--- src/rtl/uart_pkg.sv ---
// Shared constants for the UART receive FIFO: entry layout and default depth.
package uart_pkg;
    localparam int RX_ENTRY_W    = 10;
    localparam int RX_ENT_PERR   = 8;
    localparam int RX_ENT_FERR   = 9;
    localparam int RX_DEPTH_LOG2 = 4;

    typedef struct packed {
        logic       ferr;
        logic       perr;
        logic [7:0] data;
    } rx_entry_t;

    function automatic rx_entry_t rx_pack(input logic [7:0] d, input logic pe, input logic fe);
        rx_entry_t e;
        e.ferr = fe;
        e.perr = pe;
        e.data = d;
        return e;
    endfunction
endpackage

--- src/rtl/uart_rx_fifo_if.sv ---
// Receiver-side and consumer-side signals of the UART receive FIFO.
// err_drop exists only when UART_RX_FIFO_DROP_ERR_EN is defined.
interface uart_rx_fifo_if
    import uart_pkg::*;
#(
    parameter int DEPTH_LOG2 = RX_DEPTH_LOG2
);
    logic [7:0]          Rx_DATA;
    logic                Rx_VALID;
    logic                Rx_PERROR;
    logic                Rx_FERROR;
    logic                rd_en;
    logic [7:0]          rd_data;
    logic                rd_perror;
    logic                rd_ferror;
    logic                rd_valid;
    logic                empty;
    logic                full;
    logic [DEPTH_LOG2:0] count;
    logic                overrun;
    logic                ovr_clr;
`ifdef UART_RX_FIFO_DROP_ERR_EN
    logic                err_drop;
`endif

    modport slave (
        input  Rx_DATA, Rx_VALID, Rx_PERROR, Rx_FERROR, rd_en, ovr_clr,
        output rd_data, rd_perror, rd_ferror, rd_valid, empty, full, count, overrun
`ifdef UART_RX_FIFO_DROP_ERR_EN
        , output err_drop
`endif
    );

    modport master (
        output Rx_DATA, Rx_VALID, Rx_PERROR, Rx_FERROR, rd_en, ovr_clr,
        input  rd_data, rd_perror, rd_ferror, rd_valid, empty, full, count, overrun
`ifdef UART_RX_FIFO_DROP_ERR_EN
        , input err_drop
`endif
    );
endinterface

--- src/rtl/uart_fifo_mem.sv ---
// Dual-pointer storage array: synchronous write, registered synchronous read.
module uart_fifo_mem
    import uart_pkg::*;
#(
    parameter int W          = RX_ENTRY_W,
    parameter int DEPTH_LOG2 = RX_DEPTH_LOG2
) (
    input  logic                  clk,
    input  logic                  reset,
    input  logic                  i_we,
    input  logic [DEPTH_LOG2-1:0] i_waddr,
    input  logic [W-1:0]          i_wdata,
    input  logic                  i_re,
    input  logic [DEPTH_LOG2-1:0] i_raddr,
    output logic [W-1:0]          o_rdata
);
    logic [W-1:0] r_mem [2**DEPTH_LOG2];
    logic [W-1:0] r_rdata;

    always_ff @(posedge clk)
        if (i_we) r_mem[i_waddr] <= i_wdata;

    // Read sees the pre-write contents, so a full-FIFO read+write on one slot is safe.
    always_ff @(posedge clk or negedge reset)
        if (!reset)    r_rdata <= '0;
        else if (i_re) r_rdata <= r_mem[i_raddr];

    assign o_rdata = r_rdata;
endmodule

--- src/rtl/uart_rx_fifo.sv ---
// UART receive FIFO: Rx_VALID edge detect, pointers, occupancy, overrun.
// Optional UART_RX_FIFO_DROP_ERR_EN: discard errored bytes and flag err_drop.
module uart_rx_fifo
    import uart_pkg::*;
#(
    parameter int DEPTH_LOG2 = RX_DEPTH_LOG2
) (
    input  logic                  clk,
    input  logic                  reset,
    uart_rx_fifo_if.slave         bus
);
    localparam logic [DEPTH_LOG2:0]   DEPTH   = (DEPTH_LOG2+1)'(1) << DEPTH_LOG2;
    localparam logic [DEPTH_LOG2:0]   CNT_ONE = (DEPTH_LOG2+1)'(1);
    localparam logic [DEPTH_LOG2-1:0] PTR_ONE = DEPTH_LOG2'(1);

    logic                  r_valid_q;
    logic [DEPTH_LOG2-1:0] r_wr_ptr, r_rd_ptr;
    logic [DEPTH_LOG2:0]   r_count;
    logic                  r_empty, r_full, r_overrun, r_rd_valid;
    logic                  w_wr, w_wr_ok, w_rd, w_push, w_ovr;
    logic [DEPTH_LOG2:0]   w_cnt_nxt;
    rx_entry_t             w_wdata, w_rdata;

    assign w_wr    = bus.Rx_VALID & ~r_valid_q;
    assign w_wdata = rx_pack(bus.Rx_DATA, bus.Rx_PERROR, bus.Rx_FERROR);
    assign w_rd    = bus.rd_en & ~r_empty;

`ifdef UART_RX_FIFO_DROP_ERR_EN
    logic r_err_drop;
    logic w_err;
    assign w_err   = bus.Rx_PERROR | bus.Rx_FERROR;
    assign w_wr_ok = w_wr & ~w_err;

    always_ff @(posedge clk or negedge reset)
        if (!reset)             r_err_drop <= 1'b0;
        else if (w_wr & w_err)  r_err_drop <= 1'b1;
        else if (bus.ovr_clr)   r_err_drop <= 1'b0;

    assign bus.err_drop = r_err_drop;
`else
    assign w_wr_ok = w_wr;
`endif

    // A read in the same cycle frees the slot a full-FIFO write needs.
    assign w_push = w_wr_ok & (~r_full | w_rd);
    assign w_ovr  = w_wr_ok & r_full & ~w_rd;

    always_comb begin
        w_cnt_nxt = r_count;
        if (w_push & ~w_rd)      w_cnt_nxt = r_count + CNT_ONE;
        else if (w_rd & ~w_push) w_cnt_nxt = r_count - CNT_ONE;
    end

    always_ff @(posedge clk or negedge reset)
        if (!reset) begin
            r_valid_q  <= 1'b0;
            r_wr_ptr   <= '0;
            r_rd_ptr   <= '0;
            r_count    <= '0;
            r_empty    <= 1'b1;
            r_full     <= 1'b0;
            r_overrun  <= 1'b0;
            r_rd_valid <= 1'b0;
        end else begin
            r_valid_q  <= bus.Rx_VALID;
            r_rd_valid <= w_rd;
            r_count    <= w_cnt_nxt;
            r_empty    <= (w_cnt_nxt == '0);
            r_full     <= (w_cnt_nxt == DEPTH);
            if (w_push) r_wr_ptr <= r_wr_ptr + PTR_ONE;
            if (w_rd)   r_rd_ptr <= r_rd_ptr + PTR_ONE;
            if (w_ovr)            r_overrun <= 1'b1;
            else if (bus.ovr_clr) r_overrun <= 1'b0;
        end

    uart_fifo_mem #(.W(RX_ENTRY_W), .DEPTH_LOG2(DEPTH_LOG2)) u_mem (
        .clk     (clk),
        .reset   (reset),
        .i_we    (w_push),
        .i_waddr (r_wr_ptr),
        .i_wdata (w_wdata),
        .i_re    (w_rd),
        .i_raddr (r_rd_ptr),
        .o_rdata (w_rdata)
    );

    assign bus.rd_data  = w_rdata.data;
`ifdef UART_RX_FIFO_DROP_ERR_EN
    assign bus.rd_perror = 1'b0;
    assign bus.rd_ferror = 1'b0;
`else
    assign bus.rd_perror = w_rdata.perr;
    assign bus.rd_ferror = w_rdata.ferr;
`endif
    assign bus.rd_valid = r_rd_valid;
    assign bus.empty    = r_empty;
    assign bus.full     = r_full;
    assign bus.count    = r_count;
    assign bus.overrun  = r_overrun;
endmodule

--- src/flat_wrapper.sv ---
// flat-port wrapper written by rule: the top's interface ports become plain ports
module uart_rx_fifo_flat import uart_pkg::*;
#(
    parameter int DEPTH_LOG2 = RX_DEPTH_LOG2
)
  (clk, reset, bus_Rx_DATA, bus_Rx_VALID, bus_Rx_PERROR, bus_Rx_FERROR, bus_rd_en, bus_ovr_clr, bus_rd_data, bus_rd_perror, bus_rd_ferror, bus_rd_valid, bus_empty, bus_full, bus_count, bus_overrun);
  uart_rx_fifo_if #(.DEPTH_LOG2(DEPTH_LOG2)) bus_i ();
  input  logic clk;
  input  logic reset;
  input wire logic [$bits(bus_i.Rx_DATA)-1:0] bus_Rx_DATA;
  input wire logic [$bits(bus_i.Rx_VALID)-1:0] bus_Rx_VALID;
  input wire logic [$bits(bus_i.Rx_PERROR)-1:0] bus_Rx_PERROR;
  input wire logic [$bits(bus_i.Rx_FERROR)-1:0] bus_Rx_FERROR;
  input wire logic [$bits(bus_i.rd_en)-1:0] bus_rd_en;
  input wire logic [$bits(bus_i.ovr_clr)-1:0] bus_ovr_clr;
  output wire logic [$bits(bus_i.rd_data)-1:0] bus_rd_data;
  output wire logic [$bits(bus_i.rd_perror)-1:0] bus_rd_perror;
  output wire logic [$bits(bus_i.rd_ferror)-1:0] bus_rd_ferror;
  output wire logic [$bits(bus_i.rd_valid)-1:0] bus_rd_valid;
  output wire logic [$bits(bus_i.empty)-1:0] bus_empty;
  output wire logic [$bits(bus_i.full)-1:0] bus_full;
  output wire logic [$bits(bus_i.count)-1:0] bus_count;
  output wire logic [$bits(bus_i.overrun)-1:0] bus_overrun;
  assign bus_i.Rx_DATA = bus_Rx_DATA;
  assign bus_i.Rx_VALID = bus_Rx_VALID;
  assign bus_i.Rx_PERROR = bus_Rx_PERROR;
  assign bus_i.Rx_FERROR = bus_Rx_FERROR;
  assign bus_i.rd_en = bus_rd_en;
  assign bus_i.ovr_clr = bus_ovr_clr;
  assign bus_rd_data = bus_i.rd_data;
  assign bus_rd_perror = bus_i.rd_perror;
  assign bus_rd_ferror = bus_i.rd_ferror;
  assign bus_rd_valid = bus_i.rd_valid;
  assign bus_empty = bus_i.empty;
  assign bus_full = bus_i.full;
  assign bus_count = bus_i.count;
  assign bus_overrun = bus_i.overrun;
  uart_rx_fifo #(.DEPTH_LOG2(DEPTH_LOG2)) u_core (.clk(clk), .reset(reset), .bus(bus_i));
endmodule
--- config.mk ---
export PLATFORM = sky130hd
export DESIGN_NAME = uart_rx_fifo_flat
export DESIGN_NICKNAME = d
export VERILOG_FILES = /design/src/rtl/uart_pkg.sv /design/src/rtl/uart_rx_fifo_if.sv /design/src/rtl/uart_fifo_mem.sv /design/src/rtl/uart_rx_fifo.sv /design/src/flat_wrapper.sv
export SDC_FILE = /design/constraint.sdc
export NUM_CORES = 1
export LEC_CHECK = 0
export ABC_AREA = 1
export CELL_PAD_IN_SITES_DETAIL_PLACEMENT = 0
export CELL_PAD_IN_SITES_GLOBAL_PLACEMENT = 1
export CORE_AREA = 10 10 123 152
export CTS_CLUSTER_SIZE = 16
export DETAILED_ROUTE_END_ITERATION = 12
export DIE_AREA = 0 0 133 162
export GPL_ROUTABILITY_DRIVEN = 0
export MAX_ROUTING_LAYER = met4
export PLACE_DENSITY_LB_ADDON = 0.25
export SYNTH_ARGS = -nofsm -noshare
export SYNTH_HDL_FRONTEND = slang
export SYNTH_SLANG_ARGS = --single-unit
--- constraint.sdc ---
create_clock -name clk -period 6.25 [get_ports clk]
set_clock_uncertainty 0.15 [all_clocks]
set_input_delay 1.25 -clock clk [delete_from_list [all_inputs] [get_ports clk]]
set_output_delay 1.25 -clock clk [all_outputs]
set_load 0.01 [all_outputs]
Yosys cells after proc, flatten, opt, wreduce, memory -nomap -nowiden
Memory sizes are Yosys's and may differ from the RTL's. A register that Yosys moved wholly into a read port is not among the register bits.
Index checks and enable logic that the tools add are counted.

cells by class
  bitwise operators = 13
  reductions and logical operators = 3
  multiplexer cells = 6
  equal/unequal tests = 1
  add/sub/neg operators = 4

operator list
  cell                                              number
  two-way mux 5 bit                                 2
  adder 4 x 1 -> 4 bit, second input constant       2
  bitwise AND 1 bit                                 7
  adder 5 x 1 -> 5 bit, second input constant       1
  equality test 5 bit, second input constant        1
  logical NOT 5 bit                                 1
  inverter 1 bit                                    5
  subtractor 5 x 1 -> 5 bit, second input constant  1
  two-way mux 1 bit                                 4
  nonzero test 2 bit                                1
  logical NOT 1 bit                                 1
  bitwise OR 1 bit                                  1

storage, ports and cells
  RAM bits = 160
  register bits = 18
  memories kept = 1
  word-level logic and storage cells = 36

memory list
  name                words  width  rd ports  clocked after Yosys merged registers in  write ports  RTL line             text
  u_core.u_mem.r_mem  16     10     1         1                                        1            uart_fifo_mem.sv:17  logic [W-1:0] r_mem [2**DEPTH_LOG2];

Logic depth before layout (Yosys ltp)
  depth after elaboration = 9
  mapped depth = 10
  depth with buffers taken out = 10

Cells and area by module
A second synthesis with hierarchy kept.

second synthesis, totals
  cells, all modules = 704
  area total of the unflattened synthesis = 7900.1 um^2

modules (own cells, without submodules)
  module         times used  area each (um^2)  cells an instance
  uart_fifo_mem  1           6924.1            596
  uart_rx_fifo   1           975.9             108

Worst setup path before layout
OpenSTA, ideal clock, no wires.

  path kind = in2reg
  from = input bus_rd_en
  to = memory u_core.u_mem.r_mem[11][0] (netlist name), enable pin
  stages = 4
  library setup time = 376 ps
  arrival time = 2275 ps
  required time = 5724 ps
  path slack = 3448 ps
  buffers on the path = 0
  path through = nand2_2 > a21oi_2 > nand2_1 > nor2_1

between the ends
  cells in the longest elaborated chain, start to end = 5

RTL lines
  element                                  RTL line             text
  start, declared                          flat_wrapper.sv:14   input wire logic [$bits(bus_i.rd_en)-1:0] bus_rd_en;
  bitwise AND 1 bit                        uart_rx_fifo.sv:26   assign w_rd = bus.rd_en & ~r_empty;
  bitwise OR 1 bit                         uart_rx_fifo.sv:45   assign w_push = w_wr_ok & (~r_full | w_rd);
  bitwise AND 1 bit                        uart_rx_fifo.sv:45
  two-way mux 1 bit                        uart_fifo_mem.sv:21  if (i_we) r_mem[i_waddr] <= i_wdata;
  two-way mux 1 bit (implied by the code)  uart_fifo_mem.sv:21
  end, declared                            uart_fifo_mem.sv:17

No other way between the ends.

Worst setup path after layout
  from = input bus_rd_en
  to = memory u_core.u_mem.r_mem[7][1] (netlist name), enable pin

The elaborated chain is that of the path after synthesis.

==> metrics <==
Synth Cell Area between 0.008 and 0.009 mm²; unrepaired setup endpoints after global routing no; Tot GR Track Use 0.185; Slew Viols, Final 0; Slew headroom 0.248; H-Tree Level Count 4; Max stage delay cell, worst path nor2_1; Hold Path Depth 2; maximum clock frequency 0.278 GHz; cts hold-fix bufs 0; Setup violations, final 0; Post-CTS Repair Setup Buffers 0; WL per Instance a little under 20 µm; Area Overhead vs Synth 13.0%; Ys Warns 0; Setup TNS 0 ns; HPWL after DPL 12.3 mm; CP Launch Type primary input; Switch Pwr ~1500 µW; Root Driver clkbuf_16; Die W 133 µm; area of the die ~0.022 mm²; Syn Nets 764; Hold Vio Cnt, Final 0; Logic pwr share 0.333; global route total overflow 0; Yosys top cell area share 0.599; Synth Area per Inst roughly 11 µm²; vias in the first global route about 5.2k; Starting Density 0.513; switching share of power 0.360; min-delay worst type reg -> reg; clk sink count roughly 190; clk_lat worst skew about 0.43 ns; # nets final 785; largest cells by area after synthesis edfxtp_1, nand2_1, dfrtp_1; WP buf/inv 1; crit path DAT ~3.5 ns; worst hold path endpoint u_core.u_mem.o_rdata[4]; Internal ~2600 µW; via/cell ratio 5.29; Worst-path clk slew 0.06 ns; largest net degree at the start of global routing between 100 and 150; Port-buffer cells 33; Worst Reg-to-Reg Cells 5; placed insts roughly 960; Num CTS Buffers 17; CTS resizes 0; status finished clean; Most used DFF post-synth edfxtp_1; final WL about 19 mm; first-iteration detailed-routing DRC count around 510; Pleak ~0.0036 µW; pwr/cell area around 450 mW/mm²; Detailed Routing Iterations Pass 1 5; initial antenna violation count 0; register area share after synthesis 0.687; endpoint of the worst-slack reg-to-reg timing path u_core.u_mem.r_mem[7][1]; Worst Min Path Start u_core.u_mem.o_rdata[4]; Routed Antenna Nets 0; reg-to-reg startpoint u_core.bus.empty; Data required, critical path between 6 and 7 ns; clock share of power 0.275; sequential power share 0.393; Max Cap Viol 0; Register-to-Register Setup Slack around 3.5 ns; deepest clock path buffer count 2; cell accounting for the most synthesized area edfxtp_1; ordered cell list for the critical path clkdlybuf4s50_1, nand2_2, a21oi_2, nand2_1, nor2_1; Synth Instances 742; ant diodes 0; Least-Margin Pin Slew 1.13 ns; EDFF count, synth 160; CTS tree yes; number of distinct library cells after synthesis 29; CP delay by family, top simple AND/OR/NAND/NOR gates; I/O pin cnt 34; Post-route DRC 0; critical path type in -> reg; FFs w/ async S/R, synth 0.149; first-pass GRT wire length 29.1 mm; die height 162 µm; share of post-route cells with drive strength above 1 0.0671; number of synthesized register bits between 150 and 200; Max FO, Critical Path 15; Tcrit/Tclk final 0.576; Crit path largest cell delay 0.73 ns; core footprint around 0.016 mm²; # rows 51; Final min period approximately 3.6 ns; Worst VDD drop 0.266 mV; CP endpoint kind flop; Non-Filler Instances between 900 and 1k; DR vias around 5.2k
==> cell families (layout without fill, tap and decap cells) <==
logic type | Yosys count | count (layout) | synth area share
xor gates and xnor gates | 9 | 9 | 0.00983
AOI/OAI and AO/OA | 45 | 45 | 0.0353
adders and majority gates | 7 | 7 | 0.0109
buffers and inverters | 98 | 131 | 0.0540
DFF | 188 | 188 | 0.687
and+or+nand+nor | 395 | 395 | 0.203
==> metal layers <==
layer,wire length [µm],vias to the layer above,global-route usage
met5,0,-,-
met4,278,0,0.0536
met3,614,22,0.0346
met2,10200,117,0.324
met1,7990,2586,0.212
li1,-,2501,-
==> power by group through the flow <==
stage          logic (µW)  registers, µW  clock network [µW]
4_1_cts              1360           1600                1140
3_3_place_gp         1340           1630                   0
5_1_grt              1510           1620                1190
2_1_floorplan         939           1610                   0
3_5_place_dp         1360           1630                   0
6_report             1360           1600                1120
==> metrics by stage <==
step	hold slack [ns]	setup slack [ns]	total power, µW	utilization	area, µm²
floorplan	0.362	3.45	2550	-	8020
global placement	0.322	2.29	2960	0.540	8450
detailed placement	0.318	2.20	2980	0.540	8450
CTS	0.335	2.61	4100	0.580	9060
global route	0.346	2.43	4330	0.580	9060
finish	0.333	2.65	4080	0.580	9060
==> layout make-up <==
| cell class | count | area (µm²) |
|---|---|---|
| repair buffers | 36 | 353 |
| multi-input cells | 456 | 2080 |
| clock buffers | 17 | 425 |
| well taps | 212 | 265 |
| clock inverters | 14 | 190 |
| inverters | 64 | 240 |
| fillers | 1344 | 6570 |
| flip-flops and latches | 188 | 5510 |
==> cell usage after synthesis, drive strengths merged (3+ instances only) <==
| cell type | instances |
|---|---|
| nor3 | 21 |
| nor2 | 37 |
| buf | 26 |
| xor2 | 9 |
| ha | 7 |
| dfrtp | 27 |
| a21oi | 11 |
| or2 | 10 |
| edfxtp | 160 |
| nand3 | 50 |
| nand2 | 274 |
| clkbuf | 8 |
| inv | 63 |
| nand4 | 3 |
| o21ai | 13 |
| o211ai | 20 |
==> state kept, by name, indices dropped and copies added, names as in the netlist <==
signal,cells
u_core.bus.full,1
u_core.bus.rd_valid,1
u_core.bus.overrun,1
u_core.bus.empty,1
u_core.r_wr_ptr,4
u_core.bus.count,5
u_core.u_mem.r_mem,160
u_core.u_mem.o_rdata,10
u_core.r_valid_q,1
u_core.r_rd_ptr,4
==> cells in the final DEF (no fill, tap or decap) <==
cell type / instances
nand4_1: 3
nand2_1: 272
a21oi_1: 10
clkinv_2: 3
dfstp_2: 1
nand3_1: 49
nand2_2: 2
inv_1: 62
clkbuf_16: 17
ha_1: 7
nand3_4: 1
a21oi_2: 1
dfrtp_4: 1
nor2_4: 1
bufinv_16: 4
nor3_1: 21
or2_2: 10
edfxtp_1: 160
nor2_2: 1
clkdlybuf4s50_1: 33
dfrtp_1: 26
inv_6: 5
o21ai_0: 13
o211ai_1: 20
inv_2: 1
clkinv_1: 2
clkinvlp_4: 1
nor2_1: 35
xor2_1: 9
buf_4: 3
o32ai_1: 1
==> worst register-to-register path, delay by kind of cell (launching register included) <==
family,cells,cell delay (ns)
compound gates,1,0.44
simple gates,3,1.30
buf+inv,1,0.06
flops,1,0.39
==> worst max-delay path by stage <==
stage,start,endpoint,slack [ns],cells after the start
after global placement,bus_rd_en,u_core.u_mem.r_mem[7][9],2.29,5
final,bus_rd_en,u_core.u_mem.r_mem[7][1],2.65,5
after floorplan,bus_rd_en,u_core.u_mem.r_mem[11][0],3.45,4
after global routing,bus_rd_en,u_core.u_mem.r_mem[7][6],2.43,5
after CTS,bus_rd_en,u_core.u_mem.r_mem[7][1],2.61,5
after detailed placement,bus_rd_en,u_core.u_mem.r_mem[7][1],2.20,5
(Power assumes the default switching activity.)
